## src/rtl/alu_exec_ctrl_pkg.sv

```systemverilog
// Shared constants and types for the ALU execute sequencer.
package alu_ctrl_pkg;

  localparam logic [6:0] OP_RTYPE = 7'b0110011;
  localparam logic [6:0] OP_ITYPE = 7'b0010011;
  localparam logic [6:0] OP_LUI   = 7'b0110111;
  localparam logic [6:0] OP_AUIPC = 7'b0010111;

  localparam logic [6:0] F7_BASE  = 7'b0000000;
  localparam logic [6:0] F7_ALT   = 7'b0100000;
  localparam logic [6:0] F7_MUL   = 7'b0000001;

  typedef enum logic [1:0] {IDLE, READ, EXEC, WB} state_t;

  typedef enum logic [1:0] {K_ALU, K_LUI, K_AUIPC, K_ILLEGAL} kind_t;

endpackage

```

## src/rtl/alu_exec_ctrl_decode.sv

```systemverilog
// Combinational classifier: instruction fields -> execution kind, with
// every encoding outside the supported set mapped to K_ILLEGAL.
module alu_op_decode
  import alu_ctrl_pkg::*;
(
  input  logic [6:0] opcode,
  input  logic [2:0] funct3,
  input  logic [6:0] funct7,
  output kind_t      kind
);

  logic f7_base;
  logic f7_alt;
  logic f7_mul;

  assign f7_base = (funct7 == F7_BASE);
  assign f7_alt  = (funct7 == F7_ALT);
  assign f7_mul  = (funct7 == F7_MUL);

  // Legality and kind lookup; default is illegal.
  always_comb begin
    kind = K_ILLEGAL;
    case (opcode)
      OP_RTYPE: begin
        case (funct3)
          3'b000:  if (f7_base || f7_alt || f7_mul) kind = K_ALU;
          3'b101:  if (f7_base || f7_alt)           kind = K_ALU;
          default: if (f7_base)                     kind = K_ALU;
        endcase
      end
      OP_ITYPE: begin
        case (funct3)
          3'b001:  if (f7_base)           kind = K_ALU;
          3'b101:  if (f7_base || f7_alt) kind = K_ALU;
          default:                        kind = K_ALU;
        endcase
      end
      OP_LUI:   kind = K_LUI;
      OP_AUIPC: kind = K_AUIPC;
      default:  kind = K_ILLEGAL;
    endcase
  end

endmodule

```

## src/rtl/alu_exec_ctrl.sv

```systemverilog
// Multi-cycle execute sequencer: IDLE -> READ -> EXEC -> WB, one
// instruction per four cycles, writing the result back to the register file.
module alu_exec_ctrl
  import alu_ctrl_pkg::*;
#(
  parameter int XLEN    = 32,
  parameter int RADDR_W = 5
) (
  input  logic               clk,
  input  logic               rst_n,
  input  logic               instr_valid,
  output logic               instr_ready,
  input  logic [31:0]        instr,
  input  logic [XLEN-1:0]    pc,
  output logic [RADDR_W-1:0] rf_raddr1,
  output logic [RADDR_W-1:0] rf_raddr2,
  input  logic [XLEN-1:0]    rf_rdata1,
  input  logic [XLEN-1:0]    rf_rdata2,
  output logic [31:0]        alu_code,
  output logic [XLEN-1:0]    alu_rs1,
  output logic [XLEN-1:0]    alu_rs2,
  input  logic [XLEN-1:0]    alu_rd,
  output logic               rf_we,
  output logic [RADDR_W-1:0] rf_waddr,
  output logic [XLEN-1:0]    rf_wdata,
  output logic               done,
  output logic               illegal
);

  state_t          state;
  state_t          state_nxt;
  kind_t           kind_dec;
  kind_t           kind_q;
  logic [XLEN-1:0] pc_q;
  logic            accept;
  logic [31:0]     imm_u;

  alu_op_decode u_decode (
    .opcode (instr[6:0]),
    .funct3 (instr[14:12]),
    .funct7 (instr[31:25]),
    .kind   (kind_dec)
  );

  // Register addresses come straight from the latched word, so they are
  // stable from READ through WB and read as zero after reset.
  assign rf_raddr1 = RADDR_W'(alu_code[19:15]);
  assign rf_raddr2 = RADDR_W'(alu_code[24:20]);
  assign rf_waddr  = RADDR_W'(alu_code[11:7]);
  assign imm_u     = {alu_code[31:12], 12'b0};

  // State register.
  always_ff @(posedge clk or negedge rst_n) begin
    if (!rst_n) begin
      state <= IDLE;
    end else begin
      state <= state_nxt;
    end
  end

  // Next-state and control strobes.
  always_comb begin
    state_nxt   = state;
    instr_ready = 1'b0;
    accept      = 1'b0;
    done        = 1'b0;
    illegal     = 1'b0;
    rf_we       = 1'b0;
    case (state)
      IDLE: begin
        instr_ready = 1'b1;
        if (instr_valid) begin
          accept    = 1'b1;
          state_nxt = READ;
        end
      end
      READ: state_nxt = EXEC;
      EXEC: state_nxt = WB;
      WB: begin
        done      = 1'b1;
        illegal   = (kind_q == K_ILLEGAL);
        rf_we     = (kind_q != K_ILLEGAL) && (alu_code[11:7] != 5'd0);
        state_nxt = IDLE;
      end
      default: state_nxt = IDLE;
    endcase
  end

  // Instruction latch at the handshake and operand capture at the end of EXEC.
  always_ff @(posedge clk or negedge rst_n) begin
    if (!rst_n) begin
      alu_code <= '0;
      pc_q     <= '0;
      kind_q   <= K_ALU;
      alu_rs1  <= '0;
      alu_rs2  <= '0;
    end else begin
      if (accept) begin
        alu_code <= instr;
        pc_q     <= pc;
        kind_q   <= kind_dec;
      end
      if (state == EXEC) begin
        alu_rs1 <= rf_rdata1;
        alu_rs2 <= rf_rdata2;
      end
    end
  end

  // Write-back data: ALU result, or the locally formed upper-immediate forms.
  always_comb begin
    rf_wdata = alu_rd;
    case (kind_q)
      K_LUI:   rf_wdata = XLEN'(imm_u);
      K_AUIPC: rf_wdata = pc_q + XLEN'(imm_u);
      default: rf_wdata = alu_rd;
    endcase
  end

endmodule

```

## config.mk

```make
export PLATFORM = sky130hd
export DESIGN_NAME = alu_exec_ctrl
export DESIGN_NICKNAME = d
export VERILOG_FILES = /design/src/rtl/alu_exec_ctrl_pkg.sv /design/src/rtl/alu_exec_ctrl_decode.sv /design/src/rtl/alu_exec_ctrl.sv
export SDC_FILE = /design/constraint.sdc
export NUM_CORES = 1
export LEC_CHECK = 0
export CORE_ASPECT_RATIO = 1.4
export CORE_UTILIZATION = 23
export DETAILED_ROUTE_END_ITERATION = 16
export PLACE_DENSITY_LB_ADDON = 0.2
export SLEW_MARGIN = 25
export SYNTH_ARGS = -nofsm -noshare
export SYNTH_HDL_FRONTEND = slang
export SYNTH_HIERARCHICAL = 1
export SYNTH_SLANG_ARGS = --single-unit
```

## constraint.sdc

```tcl
create_clock -name clk -period 3.8 [get_ports clk]
set_clock_uncertainty 0.2 [all_clocks]
set_input_delay 0.76 -clock clk [delete_from_list [all_inputs] [get_ports clk]]
set_output_delay 0.76 -clock clk [all_outputs]
set_load 0.05 [all_outputs]
```

==> impl_metrics.env <==
export IMPL_p_seq_share_pct=22.1
export IMPL_fmax_ghz=0.247
export IMPL_path_clk_slew_ns=0.06
export IMPL_grt_start_max_net_pins=66
export IMPL_tritoncts="built"
export IMPL_postLayoutSetupSlackWorst_ns=-0.252
export IMPL_min_path_type="in2async"
export IMPL_setup_tns_ns=-0.462
export IMPL_die_y_um=202
export IMPL_gp_congestion=0.839
export IMPL_power_density_nw_per_um2=1080
export IMPL_synth_nets=713
export IMPL_h_tree_depth=4
export IMPL_maxCapViolCount=0
export IMPL_use_met2_pct=26.0
export IMPL_vias=5426
export IMPL_ys_types=50
export IMPL_grt_pass1_wl_um=33400
export IMPL_cts_path_max_buffers=2
export IMPL_clock_sinks=132
export IMPL_cts_buffers=17
export IMPL_drc_errors=0
export IMPL_met1_usage_pct=16.8
export IMPL_netSwitchingFraction_pct=48.2
export IMPL_worst_endpoint_required_ns=2.84
export IMPL_synth_top_area_share_pct=50.3
export IMPL_insertion_delay_ns=0.43
export IMPL_yosysSeqAreaShare_pct=50.3
export IMPL_run_status="complete, but fails checks"
export IMPL_synth_cells=524
export IMPL_rows=72
export IMPL_peakVddDrop_mv=0.563
export IMPL_cp_start_kind="flop"
export IMPL_drt_pass1_iter_count=4
export IMPL_fin_crit_sh_pct=107
export IMPL_relSlewSlack_pct=36.6
export IMPL_worst_slew_pin_slew_ns=0.949
export IMPL_switchingPower_mw=5.78
export IMPL_synth_area_leader_cell="dfrtp_1"
export IMPL_final_common_cell="clkdlybuf4s50_1"
export IMPL_wire_per_inst_um=17.7
export IMPL_violations="negative setup slack"
export IMPL_end_kind="output pin"
export IMPL_grt_pass1_vias=5963
export IMPL_synth_area_leaders="dfrtp_1 50%, mux2_2 22%, ha_1 4.8%"
export IMPL_p_int_mw=6.22
export IMPL_async_flop_share_pct=100
export IMPL_synth_edf_count=0
export IMPL_path_class="reg2out"
export IMPL_crit_arrival_ns=3.09
export IMPL_post_place_ws_ns=0.0339
export IMPL_drive_gt1_share_pct=30.3
export IMPL_drt_total_wl_um=21500
export IMPL_mostFrequentLayoutCells="278 x clkdlybuf4s50_1, 132 x dfrtp_1, 130 x mux2_2"
export IMPL_yosysWarnings=6
export IMPL_via_per_inst=4.46
export IMPL_total_power_mw=12.0
export IMPL_combPwrFrac_pct=64.4
export IMPL_first_iter_violations=140
export IMPL_ios=310
export IMPL_grt_util_met3_pct=6.49
export IMPL_cp_max_fo=2
export IMPL_busiest_layer="met2"
export IMPL_clockPowerShare_pct=13.4
export IMPL_grtUsageTotal_pct=15.4
export IMPL_num_nets_final=1022
export IMPL_clockRootBuffer="clkbuf_16"
export IMPL_port_buffers=309
export IMPL_setup_viol=5
export IMPL_rsz0062_at_grt="yes"
export IMPL_p_leak_nw=4.49
export IMPL_synth_seq_cells=132
export IMPL_fillers=2662
export IMPL_die_x_um=145
export IMPL_antenna_cells=0
export IMPL_hold_violations=0
export IMPL_ys_flop_type="dfrtp_1"
export IMPL_drtAntennaViolNets=0
export IMPL_areaGrowthSynthToFinish_pct=68.9
export IMPL_grt_antenna_before_repair=0
export IMPL_grt_overflow=0
export IMPL_core_area_sq_um=27800
export IMPL_synthesis_area_sq_um=6560
export IMPL_die_area_sq_um=29200
export IMPL_initial_core_util_pct=23.6
export IMPL_period_needed_ns=4.05
export IMPL_maxSlewViolCount=0
export IMPL_dpl_hpwl_um=15900
export IMPL_synth_area_per_cell_sq_um=12.5
[sequential cells by signal, summed over array words and instances, names as in the netlist]
register,count
state,2
alu_rs1,32
alu_rs2,32
pc_q,32
kind_q,2
alu_code,32
[power by group through the flow]
stage	clock network [mW]	registers [mW]	logic, mW
after floorplan	0	4.40	3.24
after global placement	0	2.66	7.36
after detailed placement	0	2.68	7.36
after CTS	1.69	2.68	7.61
after global routing	1.74	2.77	8.22
final	1.61	2.66	7.74
[synthesized netlist by cell type (all sizes together) (4+ instances only)]
| library cell | number |
|---|---|
| xor2 | 7 |
| xnor2 | 10 |
| o221ai | 5 |
| a22oi | 11 |
| inv | 12 |
| ha | 25 |
| nor3 | 4 |
| a21o | 5 |
| clkbuf | 21 |
| buf | 18 |
| nand2 | 24 |
| a21oi | 22 |
| nand3 | 5 |
| a311oi | 4 |
| dfrtp | 132 |
| a221oi | 4 |
| o21ai | 23 |
| a22o | 12 |
| nor2 | 8 |
| mux2 | 130 |
[cell families after synthesis]
kind of cell / after synthesis / share of synthesized area, %
AOI/OAI and AO/OA: 105 / 11.3
xor gates and xnor gates: 17 / 2.27
adders and majority gates: 26 / 5.07
buffers and inverters: 51 / 3.78
DFF: 132 / 50.3
muxes: 130 / 22.3
and+or+nand+nor: 63 / 4.96
[metal layers]
metal  part of all wire [%]  vias to the layer above
met5                      0                        -
met4                    2.0                        0
met1                     39                     2606
met2                     49                      247
li1                       -                     2548
met3                    9.4                       25
[what timing repair did]
item | CTS | global route
resized for setup | 23 | 16
pin swaps | 10 | 6
hold buffers | 0 | 0
setup buffers | 3 | 3
setup endpoints to repair | 10 | 11
[worst max-delay path, cell delays in order (launching register included)]
cell and delay [ns]:
dfrtp_1 0.38, ha_2 0.20, fa_2 0.33, a21o_1 0.20, a311oi_4 0.29, nor3_1 0.10, a211o_1 0.29, a311oi_2 0.31
xor2_1 0.26, o221ai_4 0.14, buf_12 0.16
[stage by stage]
step / std cells / area, sq um / hold WS (ns) / util [%]
6_report: 1216 / 11100 / 0.118 / 39.8
5_1_grt: 1216 / 11100 / 0.146 / 39.8
4_1_cts: 1213 / 11000 / 0.123 / 39.5
3_5_place_dp: 1178 / 10300 / 0.293 / 37.0
3_3_place_gp: 1178 / 10300 / 0.287 / 37.0
2_1_floorplan: 524 / 6610 / 0.264 / -
[final timing paths]
kind                       cells past startpoint  slack (ns)           end    startpoint
max in group asynchronous                      2        2.50       pc_q[6]         rst_n
setup / recovery                              10       -0.25  rf_wdata[30]  alu_code[12]
hold reg to reg                                1        0.30       pc_q[8]       pc_q[8]
min in group clk                               1        0.30       pc_q[8]       pc_q[8]
setup reg to reg                               5        1.54      pc_q[24]      state[0]
hold / removal                                 1        0.12  alu_code[23]         rst_n
[cell type report]
| type | count | area (sq um) | area share, % |
|---|---|---|---|
| clock buffer | 21 | 470 | 4.24 |
| multi-input combinational | 341 | 3230 | 29.1 |
| timing repair buffer | 329 | 3470 | 31.3 |
| clock inverter | 11 | 101 | 0.914 |
| tap | 370 | 463 | 4.18 |
| sequential | 132 | 3300 | 29.8 |
| inverter | 12 | 45.0 | 0.406 |
Power figures use the tool's default switching activity.
